### config.mk
export PLATFORM = sky130hd
export DESIGN_NAME = board_scanner
export DESIGN_NICKNAME = d
export VERILOG_FILES = /design/src/rtl/board_scanner.sv
export SDC_FILE = /design/constraint.sdc
export NUM_CORES = 1
export LEC_CHECK = 0
export BUFFER_PORTS_ARGS = -buffer_cell sky130_fd_sc_hd__clkbuf_2
export CAP_MARGIN = 20
export CORE_ASPECT_RATIO = 1.1
export CORE_MARGIN = 10
export CORE_UTILIZATION = 46
export DETAILED_ROUTE_END_ITERATION = 8
export MAX_ROUTING_LAYER = met4
export PLACE_DENSITY = 0.67
export SLEW_MARGIN = 15
export SYNTH_ARGS = -nofsm -noshare
export SYNTH_HDL_FRONTEND = slang
export SYNTH_SLANG_ARGS = --single-unit
### constraint.sdc
create_clock -name clk -period 4.4 [get_ports clk]
set_input_delay 0.22 -clock clk [delete_from_list [all_inputs] [get_ports clk]]
set_output_delay 0.22 -clock clk [all_outputs]
set_load 0.03 [all_outputs]
### src/rtl/board_scanner.sv
// board_scanner
// Walks a 4x4 2048 board one cell per clock and reports the empty-cell mask
// and count, the largest tile exponent, and the win and game-over flags.
//
// Ports:
//   clk, rst_n      clock, asynchronous active-low reset
//   start           scan request, only honoured while idle
//   cell_matrix_in  board, cell i at row i/4, column i%4, 0 = empty, n = 2^n
//   busy            high from the accepted start until the done pulse ends
//   done            one-cycle pulse when the result outputs are fresh
//   empty_mask      bit i set when cell i is empty
//   empty_count     number of empty cells (0..16)
//   max_tile        largest exponent on the board
//   win             max_tile >= WIN_EXP
//   game_over       board full and no equal non-zero neighbours
module board_scanner #(
    parameter int WIN_EXP = 11
) (
    input  logic             clk,
    input  logic             rst_n,
    input  logic             start,
    input  logic [15:0][3:0] cell_matrix_in,
    output logic             busy,
    output logic             done,
    output logic [15:0]      empty_mask,
    output logic [4:0]       empty_count,
    output logic [3:0]       max_tile,
    output logic             win,
    output logic             game_over
);

    typedef enum logic [1:0] {
        IDLE   = 2'd0,
        SCAN   = 2'd1,
        REPORT = 2'd2
    } state_t;

    state_t state_q, state_d;

    logic [15:0][3:0] snap;
    logic [3:0]       idx;
    logic [15:0]      mask_acc;
    logic [4:0]       count_acc;
    logic [3:0]       max_acc;
    logic             merge_acc;

    logic [3:0] cur;
    logic [3:0] idx_right;
    logic [3:0] idx_down;
    logic       merge_hit;

    // Neighbour indices may wrap for the last column/row; the col/row guards
    // below keep those wrapped reads from ever counting.
    assign cur       = snap[idx];
    assign idx_right = idx + 4'd1;
    assign idx_down  = idx + 4'd4;
    assign merge_hit = (cur != 4'd0) &&
                       (((idx[1:0] != 2'd3) && (snap[idx_right] == cur)) ||
                        ((idx[3:2] != 2'd3) && (snap[idx_down]  == cur)));

    always_ff @(posedge clk or negedge rst_n) begin
        if (!rst_n) state_q <= IDLE;
        else        state_q <= state_d;
    end

    always_comb begin
        state_d = state_q;
        case (state_q)
            IDLE:    if (start) state_d = SCAN;
            SCAN:    if (idx == 4'd15) state_d = REPORT;
            REPORT:  state_d = IDLE;
            default: state_d = IDLE;
        endcase
    end

    // busy and done are registered, so both trail the state by one cycle:
    // done appears with the loaded results, and busy covers the done cycle.
    always_ff @(posedge clk or negedge rst_n) begin
        if (!rst_n) begin
            busy        <= 1'b0;
            done        <= 1'b0;
            snap        <= '0;
            idx         <= '0;
            mask_acc    <= '0;
            count_acc   <= '0;
            max_acc     <= '0;
            merge_acc   <= 1'b0;
            empty_mask  <= '0;
            empty_count <= '0;
            max_tile    <= '0;
            win         <= 1'b0;
            game_over   <= 1'b0;
        end else begin
            busy <= (state_q != IDLE) || start;
            done <= (state_q == REPORT);
            case (state_q)
                IDLE: begin
                    if (start) begin
                        snap      <= cell_matrix_in;
                        idx       <= '0;
                        mask_acc  <= '0;
                        count_acc <= '0;
                        max_acc   <= '0;
                        merge_acc <= 1'b0;
                    end
                end
                SCAN: begin
                    if (cur == 4'd0) begin
                        mask_acc[idx] <= 1'b1;
                        count_acc     <= count_acc + 5'd1;
                    end
                    if (cur > max_acc) max_acc <= cur;
                    if (merge_hit) merge_acc <= 1'b1;
                    if (idx != 4'd15) idx <= idx + 4'd1;
                end
                REPORT: begin
                    empty_mask  <= mask_acc;
                    empty_count <= count_acc;
                    max_tile    <= max_acc;
                    win         <= (max_acc >= 4'(WIN_EXP));
                    game_over   <= (count_acc == 5'd0) && !merge_acc;
                end
                default: ;
            endcase
        end
    end

endmodule
After elaboration in Yosys (flattened, before gate mapping):

Cells that the tools add are included.

* flip-flop bits (word level): 125
* output and inout bits: 29
* word-level logic and storage cells: 98

* equal/unequal tests: 14
* $lt $le $gt $ge: 6
* reduce and logical (&&, ||, !) cells: 20
* add/subtract/negate cells: 3
* bitwise logic cells: 1
* mux-type cells: 25

Operator list (count)
* 4-bit binary-select mux with 4-bit select: 3
* 16-bit 2-to-1 mux: 2
* 16-bit one-hot mux with 2 select lines: 1
* 4-bit 2-to-1 mux: 6
* 2-bit inequality test, second input constant: 8
* 16-bit bitwise OR: 1
* 4-bit one-hot mux with 2 select lines: 2
* 4-bit by 5-bit < comparator with 1-bit output, second input constant: 3
* 3-bit AND reduction: 4
* 5-bit 2-to-1 mux: 2
* 5-bit one-hot mux with 2 select lines: 1
* 4-bit == test: 2
* 5-bit by 1-bit adder with 5-bit output, second input constant: 1
* 1-bit logical AND: 5
* 5-bit zero test: 1
* 4-bit by 1-bit adder with 4-bit output, second input constant: 1
* 4-bit by 3-bit adder with 4-bit output, second input constant: 1
* 1-bit demux with 4-bit select: 1
* 4-bit == test, second input constant: 1
* 4-bit by 1-bit >= comparator with 1-bit output, second input constant: 1
* 4-bit >= comparator, second input constant: 1
* 4-bit > comparator: 1
* 4-bit zero test: 1
* 2-bit 2-to-1 mux: 2
* 12 further kinds: 17

Depth between registers and ports, before layout:

Gate-level depths: netlist of run 1.

* depth in word-level cells: 9
* depth in mapped cells: 14

Worst setup path before layout of run 1:

No wires, ideal clock.

* path kind: register to register
* start point: register idx[0]
* end point: register merge_acc
* stages on the path, launching flop included: 15
* setup time: 0.087 ns
* path buffers: 6
* clock period less this slack: 3.952 ns
* path slack: 0.448 ns
* arrival: 3.865 ns
* cell sequence: dfrtp_1 buf_6 buf_6 buf_1 clkbuf_1 inv_1 ha_1 clkbuf_1 buf_1 mux4_2 mux2i_1 mux2i_1 xnor2_1 nand4_1 o211ai_1

* cells in the longest elaborated chain, start to end: 9
* elaborated cells between the ends (all ways): 18
* classes of those cells: add/sub (2); eq/ne (4); mux (6); reduce/logical (6)

RTL lines
* start, declared: RTL line 41 `logic [3:0] idx;`
* start signal, assigned: RTL line 114 `if (idx != 4'd15) idx <= idx + 4'd1;`
* 4-bit by 1-bit adder with 4-bit output / 4-bit by 3-bit adder with 4-bit output (equally long branches): RTL line 55, 56
* 4-bit binary-select mux with 4-bit select (on tied branches): RTL line 58, 59
* 4-bit 2-to-1 mux (on tied branches): RTL line 58, 59
* 4-bit == test (on tied branches): RTL line 58, 59
* 1-bit logical AND (on tied branches): RTL line 58, 59
* 1-bit logical OR: RTL line 58 `(((idx[1:0] != 2'd3) && (snap[idx_right] == cur)) ||`
* 1-bit logical AND (*): RTL line 57 `assign merge_hit = (cur != 4'd0) &&`
* 2-bit inequality test (no source line) (*)
* 3-bit AND reduction (no source line) (*)
* end signal, assigned: RTL line 87 `merge_acc <= 1'b0;`
* end signal, assigned: RTL line 104 `merge_acc <= 1'b0;`
* end signal, assigned: RTL line 113 `if (merge_hit) merge_acc <= 1'b1;`
* end, declared: RTL line 45 `logic merge_acc;`

Every way passes the cells marked *; elsewhere a longest branch is shown, timed or not. The select of a mux whose other input is x is not followed.
A chain may end at the register's enable or synchronous reset.

Worst setup path after layout of run 1:

* start point: register idx[0]
* end point: register max_acc[1]

* cells in the longest elaborated chain, start to end: 5
* elaborated cells between the ends (all ways): 7
* classes of those cells: order compare (1); eq/ne (1); mux (4); reduce/logical (1)

RTL lines
* 4-bit binary-select mux with 4-bit select (*): RTL line 54 `assign cur = snap[idx];`
* 4-bit 2-to-1 mux (not written as such) (*): RTL line 54
* 4-bit > comparator: RTL line 112 `if (cur > max_acc) max_acc <= cur;`
* 2-bit inequality test (no source line)
* 3-bit AND reduction (no source line)
* end signal, assigned: RTL line 112
* end, declared: RTL line 44 `logic [3:0] max_acc;`

Marks and branches as above.

==> impl_metrics.csv, run 1 <==
group,metric,value,unit
pwr,p_per_area,804.5,nW/um2
status,status,"completed",
cts,cts.sinks,125,
sta,tns,0,ns
yosys,yosys.area_share.simple,22.66,%
yosys,synth_most_common_cell,"nand2_1",
pwr,irDropWorstVdd,0.0004116,V
yosys,synth_top_family_by_area,"simple AND/OR/NAND/NOR gates",
yosys,ys_seq_elements,125,
detailed_routing,routed_via_density,5.219,
yosys,synthTopCellsByCount,"nand2_1, dfrtp_1, mux4_2",
yosys,synth_nets,720,
sta,hold_ws,0.009503,ns
layout,fillCellCount,1086,
critical_path,cp-start-kind,"register",
detailed_routing,wire_per_inst,15.96,um
floorplanning,dieArea,18530,um2
yosys,ys_seq_area_share,50.45,%
sta,fmax,0.2757,GHz
sta,rsz0062_at_grt,"no",
critical_path,rrSetupSlack,0.77,ns
grt,grt_first_pass_wirelength,25880,um
sta,timing.final.crit_share,82.43,%
floorplanning,rows,44,
layout,finish.net_count,865,
yosys,syn_area,6200,um2
yosys,async_flop_share,100.0,%
grt,grt_usage,18.10,%
critical_path,crit_required,4.70,ns
yosys,synth_area_leaders,"dfrtp_1, nand2_1, mux4_2",
placed_design,place_area,6803,um2
layout,final_cells,958,
detailed_routing,drc,0,
sta,slew_headroom,37.57,%
detailed_routing,drt-total-wl,15290,um
yosys,synthFlopType,"dfrtp_1",
cts,root_buffer,"clkbuf_16",
critical_path,path_common_cell,"o21a_1",
detailed_routing,num_vias,5000,
yosys,synth.area.mux_share,14.15,%
yosys,yosys.area.top_type,"dfrtp_1",
floorplanning,io_pins,96,
grt,grt_max_degree,70,
yosys,synth-xor-area-share,1.554,%
placed_design,gp_congestion,0.8344,
yosys,synth_top_area_share,50.45,%
detailed_routing,dr.pass1.iters,6,
placed_design,hpwl,10920,um
yosys,synth_compound_area_share,4.924,%
floorplanning,die_h,141.8,um
cts,h-tree-depth,4,
sta,fin_skew,0.008563,ns
critical_path,crit_path_max_fanout,26,
critical_path,endpoint_kind,"register",
min_path,min_path_type,"input pin to register",
layout,antenna_cells,0,
grt,grt-ovfl-total,0,
cts,cts_tree,"built",
critical_path,cp_slowest_cell,"dfrtp_1",
yosys,ys_warn_count,0,
pwr,leakagePower,4.107,nW
layout,final-seq-area,3128,um2
yosys,ys_types,36,
floorplanning,core_area,13210,um2
sta,tightest_slew,0.9364,ns
critical_path,arrival,3.92,ns
yosys,synth_area_per_cell,9.702,um2
floorplanning,start_util,46.92,%
cts,numCtsBuffers,17,
detailed_routing,drt_iter0_markers,353,
layout,drive_gt1_share,22.96,%
critical_path,cp_cell_sequence,"buf_12 > mux4_2 > nand3_1 > nand3_2 > ha_1 > nor2b_1 > o21a_1 > o21a_1 > o21ai_0 > mux2_2",
sta,slew_viol_final,0,
placed_design,numPortBuffers,95,
floorplanning,die_x,130.7,um
placed_design,dp_cells,868,
cts,worstSkewPairLatency,0.42,ns
yosys,synthAdderAreaFrac,2.825,%
layout,area_growth,28.96,%
layout,fin_area,7995,um2
detailed_routing,detail-route-antenna-nets,0,
layout,multi_input_area,2863,um2
grt,antenna_found_initial,0,
job,max_cap_viol_count,0,
critical_path,criticalPathCategory,"register to register",
cts,clk_pin_slew_worst_paths,0.05,ns
sta,setup_violations,0,
yosys,syn_inst,639,
critical_path,cpPeakStageDelay,0.75,ns
grt,grt_pass1_vias,5174,
cts,clockBufferDepth,2,
sta,hold_viol_final,0,
yosys,synth-edff-count,0,
sta,min_period,3.627,ns
## stage by stage
step	utilization [%]	worst slack [ns]	power, mW
after floorplan	-	0.4480	4.276
after global placement	51.49	0.9150	4.900
after detailed placement	51.49	0.7789	4.998
after CTS	60.34	0.7725	6.481
after global routing	60.51	0.5337	6.928
final	60.51	0.7730	6.432
## state kept, by name, summed over array words and instances, names as in the netlist
name,count
win,1
snap,64
done,1
count_acc,5
busy,1
idx,4
empty_count,5
empty_mask,16
max_acc,4
game_over,1
state_q,2
merge_acc,1
max_tile,4
mask_acc,16
## worst max-delay path: cells and delay by family, from the launching register on
family | cells | cell delay (ns)
adders and majority gates | 1 | 0.33
and+or+nand+nor | 3 | 0.41
muxes | 2 | 0.93
AOI/OAI and AO/OA | 3 | 0.80
buffers and inverters | 1 | 0.27
DFF | 1 | 0.75
## path summary, 6_finish.rpt
path | startpoint | end | cells after the start
worst max-delay path | idx[0] | max_acc[1] | 10
worst min-delay path | cell_matrix_in[29] | snap[29] | 3
worst max register to register | idx[0] | max_acc[1] | 10
worst min register to register | empty_mask[10] | empty_mask[10] | 2
max in group asynchronous | rst_n | snap[31] | 3
min in group asynchronous | rst_n | empty_mask[8] | 2
## report_power, final
group	total (mW)	internal [mW]	switching, mW
clock	1.42	0.903	0.512
sequential	1.98	1.59	0.384
combinational	3.04	1.45	1.59
total	6.43	3.94	2.49
## layer usage
layer  wire [um]  GRT usage, %
met1        6422         22.02
met2        7861         28.74
met3         796         4.994
met4         210         5.624
met5           0             -
## area by class of cell
class,count,area share [%]
sequential,125,39.12
tap,161,2.520
clock buffer,18,5.493
inverter,14,0.6573
clock inverter,14,2.128
timing repair buffer,162,14.27
multi-input combinational,464,35.81
## cells in the final DEF (no fill, tap or decap), types with 16 or more instances in the layout
cell type | synthesis | routed
nor2_1 | 28 | 28
dlygate4sd3_1 | 0 | 56
a31oi_1 | 16 | 16
clkbuf_16 | 0 | 17
clkbuf_2 | 0 | 94
nand2_1 | 279 | 278
dfrtp_1 | 125 | 125
nand3_1 | 17 | 17
mux4_2 | 33 | 33
## kinds of logic (layout without fill, tap and decap cells)
logic type / Yosys count / in the layout
muxes: 46 / 46
buffers and inverters: 50 / 208
xor gates and xnor gates: 11 / 11
and+or+nand+nor: 347 / 347
DFF: 125 / 125
AOI/OAI and AO/OA: 46 / 46
adders and majority gates: 14 / 14
## what timing repair did
action	in CTS	in global routing
hold buffers	56	0
resized for setup	0	0
hold endpoints to repair	85	0
buffers inserted	0	0
Power figures use the tool's default switching activity.
==> inputs of run 2 (changes only) <==
--- a/config.mk
+++ b/config.mk
@@ -12,7 +12,7 @@
 export CORE_UTILIZATION = 46
 export DETAILED_ROUTE_END_ITERATION = 8
 export MAX_ROUTING_LAYER = met4
-export PLACE_DENSITY = 0.67
+export PLACE_DENSITY = 0.69
 export SLEW_MARGIN = 15
 export SYNTH_ARGS = -nofsm -noshare
 export SYNTH_HDL_FRONTEND = slang
==> constraint.sdc (replaced) <==
create_clock -name clk -period 3.1 [get_ports clk]
set_input_delay 0.155 -clock clk [delete_from_list [all_inputs] [get_ports clk]]
set_output_delay 0.155 -clock clk [all_outputs]
set_load 0.03 [all_outputs]
==> run 2 against run 1 <==
Net effect:
- first-iteration DRC count decreased by 10%
- global-route usage increased by 0.45 points
- sequential share of layout area decreased by 1.1 points
- critical path type unchanged
- critical endpoint is now max_acc[3]
- largest power group unchanged
==> impl_metrics.csv, run 2 (synthesis gave the netlist of run 1 again) <==
group,metric,value,unit
cts,clk_pin_slew_worst_paths,0.05,ns
layout,final_common_cell,"nand2_1",
floorplanning,rows,44,
placed_design,gp_congestion,0.9776,
grt,grt-ovfl-total,0,
detailed_routing,detail-route-antenna-nets,0,
floorplanning,start_util,46.92,%
critical_path,criticalPathCategory,"register to register",
cts,numCtsBuffers,17,
pwr,clock_power_share,21.6,%
critical_path,cp-start-kind,"register",
grt,grt_pass1_vias,5332,
detailed_routing,drt_iter0_markers,316,
critical_path,endpoint_kind,"register",
sta,tns,0,ns
grt,grt_max_degree,53,
layout,reg_top3,"snap x64, empty_mask x16, mask_acc x16",
sta,slew_headroom,37.23,%
layout,fin_area,8223,um2
sta,hold_ws,0.03963,ns
sta,timing.final.crit_share,97.01,%
pwr,power.internal,5.874,mW
pwr,swShare,38.29,%
sta,setup_violations,0,
floorplanning,dieArea,18530,um2
critical_path,crit_required,3.39,ns
grt,grt_first_pass_wirelength,26570,um
detailed_routing,num_vias,5227,
pwr,power,9.519,mW
pwr,leakagePower,4.232,nW
cts,root_buffer,"clkbuf_16",
layout,drive_gt1_share,23.96,%
detailed_routing,drt-total-wl,16140,um
floorplanning,io_pins,96,
sta,hold_viol_final,0,
status,status,"completed",
layout,antenna_cells,0,
job,max_cap_viol_count,0,
grt,grt_usage,18.55,%
critical_path,crit_path_max_fanout,14,
floorplanning,die_h,141.8,um
sta,fmax,0.3325,GHz
detailed_routing,dr.pass1.iters,7,
sta,min_period,3.007,ns
critical_path,arrival,3.30,ns
pwr,p_per_area,1158,nW/um2
cts,cts_tree,"built",
layout,finish.net_count,887,
layout,largest_reg_flops,64,
pwr,power_switching,3.645,mW
floorplanning,die_x,130.7,um
placed_design,hpwl,11150,um
min_path,min_path_type,"input pin to register",
layout,regMostFlops,"snap",
placed_design,place_area,6893,um2
placed_design,numPortBuffers,95,
sta,slew_viol_final,0,
layout,final_util,62.23,%
cts,h-tree-depth,4,
cts,cts.sinks,125,
detailed_routing,wire_per_inst,16.48,um
cts,clockBufferDepth,2,
grt,antenna_found_initial,0,
detailed_routing,routed_via_density,5.339,
floorplanning,core_area,13210,um2
layout,area_growth,32.63,%
detailed_routing,drc,0,
sta,fin_skew,0.006331,ns
pwr,irDropWorstVdd,0.0005682,V
cts,worstSkewPairLatency,0.42,ns
sta,tightest_slew,0.9382,ns
layout,final_cell_mix,"nand2_1, dfrtp_1, clkbuf_2",
pwr,p_seq_share,29.5,%
pwr,p_comb_share,49.0,%
## run 2: power groups by stage
stage / combinational [mW] / sequential, mW / clock [mW]
finish: 4.66 / 2.80 / 2.05
global route: 5.10 / 2.88 / 2.16
CTS: 4.57 / 2.79 / 2.09
detailed placement: 4.48 / 2.82 / 0
global placement: 4.33 / 2.78 / 0
floorplan: 3.37 / 2.74 / 0
## run 2: timing repair
action | CTS | global route
hold endpoints to repair | 112 | 0
gates resized for setup | 0 | 2
hold buffers | 65 | 0
buffers inserted | 0 | 8
endpoints found under the setup margin | 0 | 9
## run 2: path summary, 6_finish.rpt
check	from	end	slack, ns	cells after the start
setup / recovery	idx[0]	max_acc[3]	0.09	11
hold / removal	start	busy	0.04	3
setup reg to reg	idx[0]	max_acc[3]	0.09	11
hold reg to reg	empty_mask[0]	empty_mask[0]	0.47	2
max in group asynchronous	rst_n	count_acc[4]	2.00	3
min in group asynchronous	rst_n	empty_mask[1]	0.33	2
## run 2: area by class of cell
class / count / area [um2]
Sequential cell: 125 / 3129
Fill cell: 1053 / 4990
Inverter: 14 / 52.55
Timing Repair Buffer: 184 / 1359
Multi-Input combinational cell: 464 / 2868
Tap cell: 161 / 201.4
Clock inverter: 12 / 170.2
Clock buffer: 19 / 442.9
## run 2: through the flow
stage / instances / setup WS (ns)
after floorplan: 639 / 0.02880
after global placement: 875 / 0.1519
after detailed placement: 875 / 0.04770
after CTS: 971 / 0.02953
after global routing: 979 / -0.0005904
final: 979 / 0.09257
## run 2: metal layers
layer / GRT usage [%] / routed length, um / vias up
li1: - / - / 2475
met1: 21.80 / 6634 / 2549
met2: 30.04 / 8191 / 174
met3: 4.435 / 924 / 29
met4: 7.440 / 386 / 0
met5: - / 0 / -
## run 2: worst max-delay path, cell delays in order (launching register included)
cell,delay (ns)
dfrtp_2,0.43
buf_12,0.16
mux4_2,0.52
a22oi_1,0.20
nand3_2,0.11
ha_1,0.29
nor2b_1,0.14
o21a_1,0.17
o21a_1,0.17
o21ai_0,0.17
buf_4,0.17
mux2_2,0.34
==> inputs of run 3 (changes only) <==
--- a/config.mk
+++ b/config.mk
@@ -11,6 +11,7 @@
 export CORE_MARGIN = 10
 export CORE_UTILIZATION = 46
 export DETAILED_ROUTE_END_ITERATION = 8
+export GPL_TIMING_DRIVEN = 0
 export MAX_ROUTING_LAYER = met4
 export PLACE_DENSITY = 0.69
 export SLEW_MARGIN = 15
==> run 3 against run 2 <==
Net effect:
- critical endpoint is now count_acc[2]
- largest power group unchanged
- via count rose by 2.7%
- wire length is 8.4% higher
- critical path type unchanged
- clock power rose by 3%
- largest cell class unchanged
- first-iteration DRC count fell by 2.8%
- non-clock buffer count rose by 41
==> impl_metrics.csv, run 3 (synthesis gave the netlist of run 1 again) <==
group,metric,value,unit
pwr,p_comb_share,53.1,%
critical_path,path_delay_family,"compound AO/OA/AOI/OAI gates",
layout,final_cell_mix,"nand2_1, dfrtp_1, clkbuf_2",
critical_path,timing.rr.end,"count_acc[2]",
sta,timing.final.crit_share,96.72,%
grt,use_met1,22.91,%
min_path,worst_hold_path.endpoint,"busy",
cts,cts.sinks,125,
placed_design,place_area,6929,um2
sta,fmax,0.3335,GHz
layout,fin_area,8638,um2
layout,area_growth,39.33,%
pwr,swShare,37.92,%
detailed_routing,drt_iter0_markers,307,
pwr,clock_power_share,20.3,%
floorplanning,start_util,46.92,%
critical_path,cpPeakStageDelay,0.62,ns
critical_path,cp_cell_sequence,"buf_12 > buf_12 > mux4_2 > a22oi_2 > nand3_4 > or4_4 > a211oi_4 > a21oi_1 > a31o_1",
floorplanning,die_h,141.8,um
cts,h-tree-depth,4,
detailed_routing,wire_per_inst,17.14,um
cts,root_buffer,"clkbuf_16",
sta,slew_headroom,50.77,%
layout,drive_gt1_share,25.49,%
grt,antenna_found_initial,0,
sta,hold_viol_final,0,
pwr,power_switching,3.938,mW
floorplanning,dieArea,18530,um2
cts,numCtsBuffers,17,
grt,use_met2,33.66,%
pwr,leakagePower,4.407,nW
critical_path,crit_path_max_fanout,6,
pwr,p_seq_share,26.6,%
critical_path,crit_required,3.40,ns
placed_design,place_ws,-0.6036,ns
layout,antenna_cells,0,
detailed_routing,num_vias,5366,
detailed_routing,drc,0,
sta,hold_ws,0.03115,ns
critical_path,path_common_cell,"buf_12",
critical_path,cp-start-kind,"register",
critical_path,cp.buffers_inverters,2,
critical_path,worstRegToRegCells,9,
critical_path,worstReg2RegStart,"idx[0]",
status,status,"completed",
detailed_routing,routed_via_density,5.261,
cts,clockBufferDepth,2,
grt,use_met3,5.740,%
critical_path,cp_slowest_cell,"or4_4",
layout,reg_top3,"snap x64, empty_mask x16, mask_acc x16",
min_path,min_path_type,"input pin to register",
cts,worstSkewPairLatency,0.42,ns
pwr,p_per_area,1202,nW/um2
sta,finalWorstSetupSlack,0.1017,ns
layout,final_common_cell,"nand2_1",
grt,grt-ovfl-total,0,
detailed_routing,drt-total-wl,17490,um
layout,largest_reg_flops,64,
layout,fillCellCount,1029,
layout,multi_input_area,2935,um2
detailed_routing,detail-route-antenna-nets,0,
critical_path,criticalPathCategory,"register to register",
sta,tightest_slew,0.7384,ns
grt,grt_pass1_vias,5559,
sta,fin_skew,0.007034,ns
min_path,holdPathStages,3,
layout,regMostFlops,"snap",
detailed_routing,dr.pass1.iters,5,
critical_path,arrival,3.30,ns
min_path,hp-start,"start",
cts,clk_pin_slew_worst_paths,0.06,ns
sta,setup_violations,0,
grt,grt_max_degree,95,
sta,slew_viol_final,0,
job,max_cap_viol_count,0,
floorplanning,rows,44,
layout,finish.net_count,928,
grt,grt_first_pass_wirelength,28190,um
grt,grt_usage,20.01,%
pwr,irDropWorstVdd,0.0005315,V
placed_design,numPortBuffers,95,
floorplanning,die_x,130.7,um
floorplanning,io_pins,96,
pwr,power.internal,6.446,mW
placed_design,hpwl,11790,um
critical_path,endpoint_kind,"register",
critical_path,rrSetupSlack,0.10,ns
grt,top_usage_layer,"met2",
placed_design,gp_congestion,0.8871,
pwr,power,10.38,mW
layout,final-seq-area,3128,um2
cts,cts_tree,"built",
sta,min_period,2.998,ns
floorplanning,core_area,13210,um2
==> run 3: layout make-up <==
class                      count  area share (%)
sequential                   125           36.21
multi-input combinational    464           33.98
timing repair buffer         192           16.93
clock buffer                  18           5.084
buffer                        33           2.665
tap                          161           2.332
clock inverter                13           2.187
inverter                      14          0.6083
==> run 3: worst max-delay path by stage <==
stage | cells past startpoint | start | endpoint
2_1_floorplan | 12 | idx[0] | merge_acc
3_5_place_dp | 11 | idx[1] | max_acc[3]
4_1_cts | 14 | idx[0] | merge_acc
6_report | 9 | idx[0] | count_acc[2]
3_3_place_gp | 14 | idx[0] | merge_acc
5_1_grt | 9 | idx[0] | count_acc[4]
==> run 3: worst register-to-register path, stage by stage, from the launching register on <==
cell      delay, ns
dfrtp_1        0.40
buf_12         0.15
buf_12         0.12
mux4_2         0.53
a22oi_2        0.27
nand3_4        0.12
or4_4          0.62
a211oi_4       0.34
a21oi_1        0.12
a31o_1         0.20
==> run 3: power by group through the flow <==
stage	Sequential (mW)	Combinational, mW	Clock, mW
after floorplan	2.74	3.37	0
after global placement	2.70	4.43	0
after detailed placement	2.75	4.53	0
after CTS	2.73	5.15	2.13
after global routing	2.84	5.99	2.20
final	2.76	5.51	2.11
==> run 3: through the flow <==
step / TNS [ns] / util (%) / std cells
after global routing: -0.008882 / 65.38 / 1020
after floorplan: 0 / - / 639
after detailed placement: -5.475 / 52.44 / 896
final: 0 / 65.38 / 1020
after global placement: -3.852 / 52.17 / 895
after CTS: 0 / 63.85 / 1002
==> run 3: timing repair <==
action | 4_1_cts | 5_1_grt
endpoints found under the hold margin | 95 | 0
buffers inserted | 9 | 20
endpoints found under the setup margin | 20 | 17
cloned | 1 | 1
resized for setup | 20 | 16
pin swaps | 1 | 12
hold buffers | 65 | 0
==> run 3: routing by layer <==
| layer | part of all wire [%] | routed length, um |
|---|---|---|
| met1 | 40 | 6970 |
| met2 | 52 | 9149 |
| met3 | 6.2 | 1079 |
| met4 | 1.6 | 286 |
| met5 | 0 | 0 |
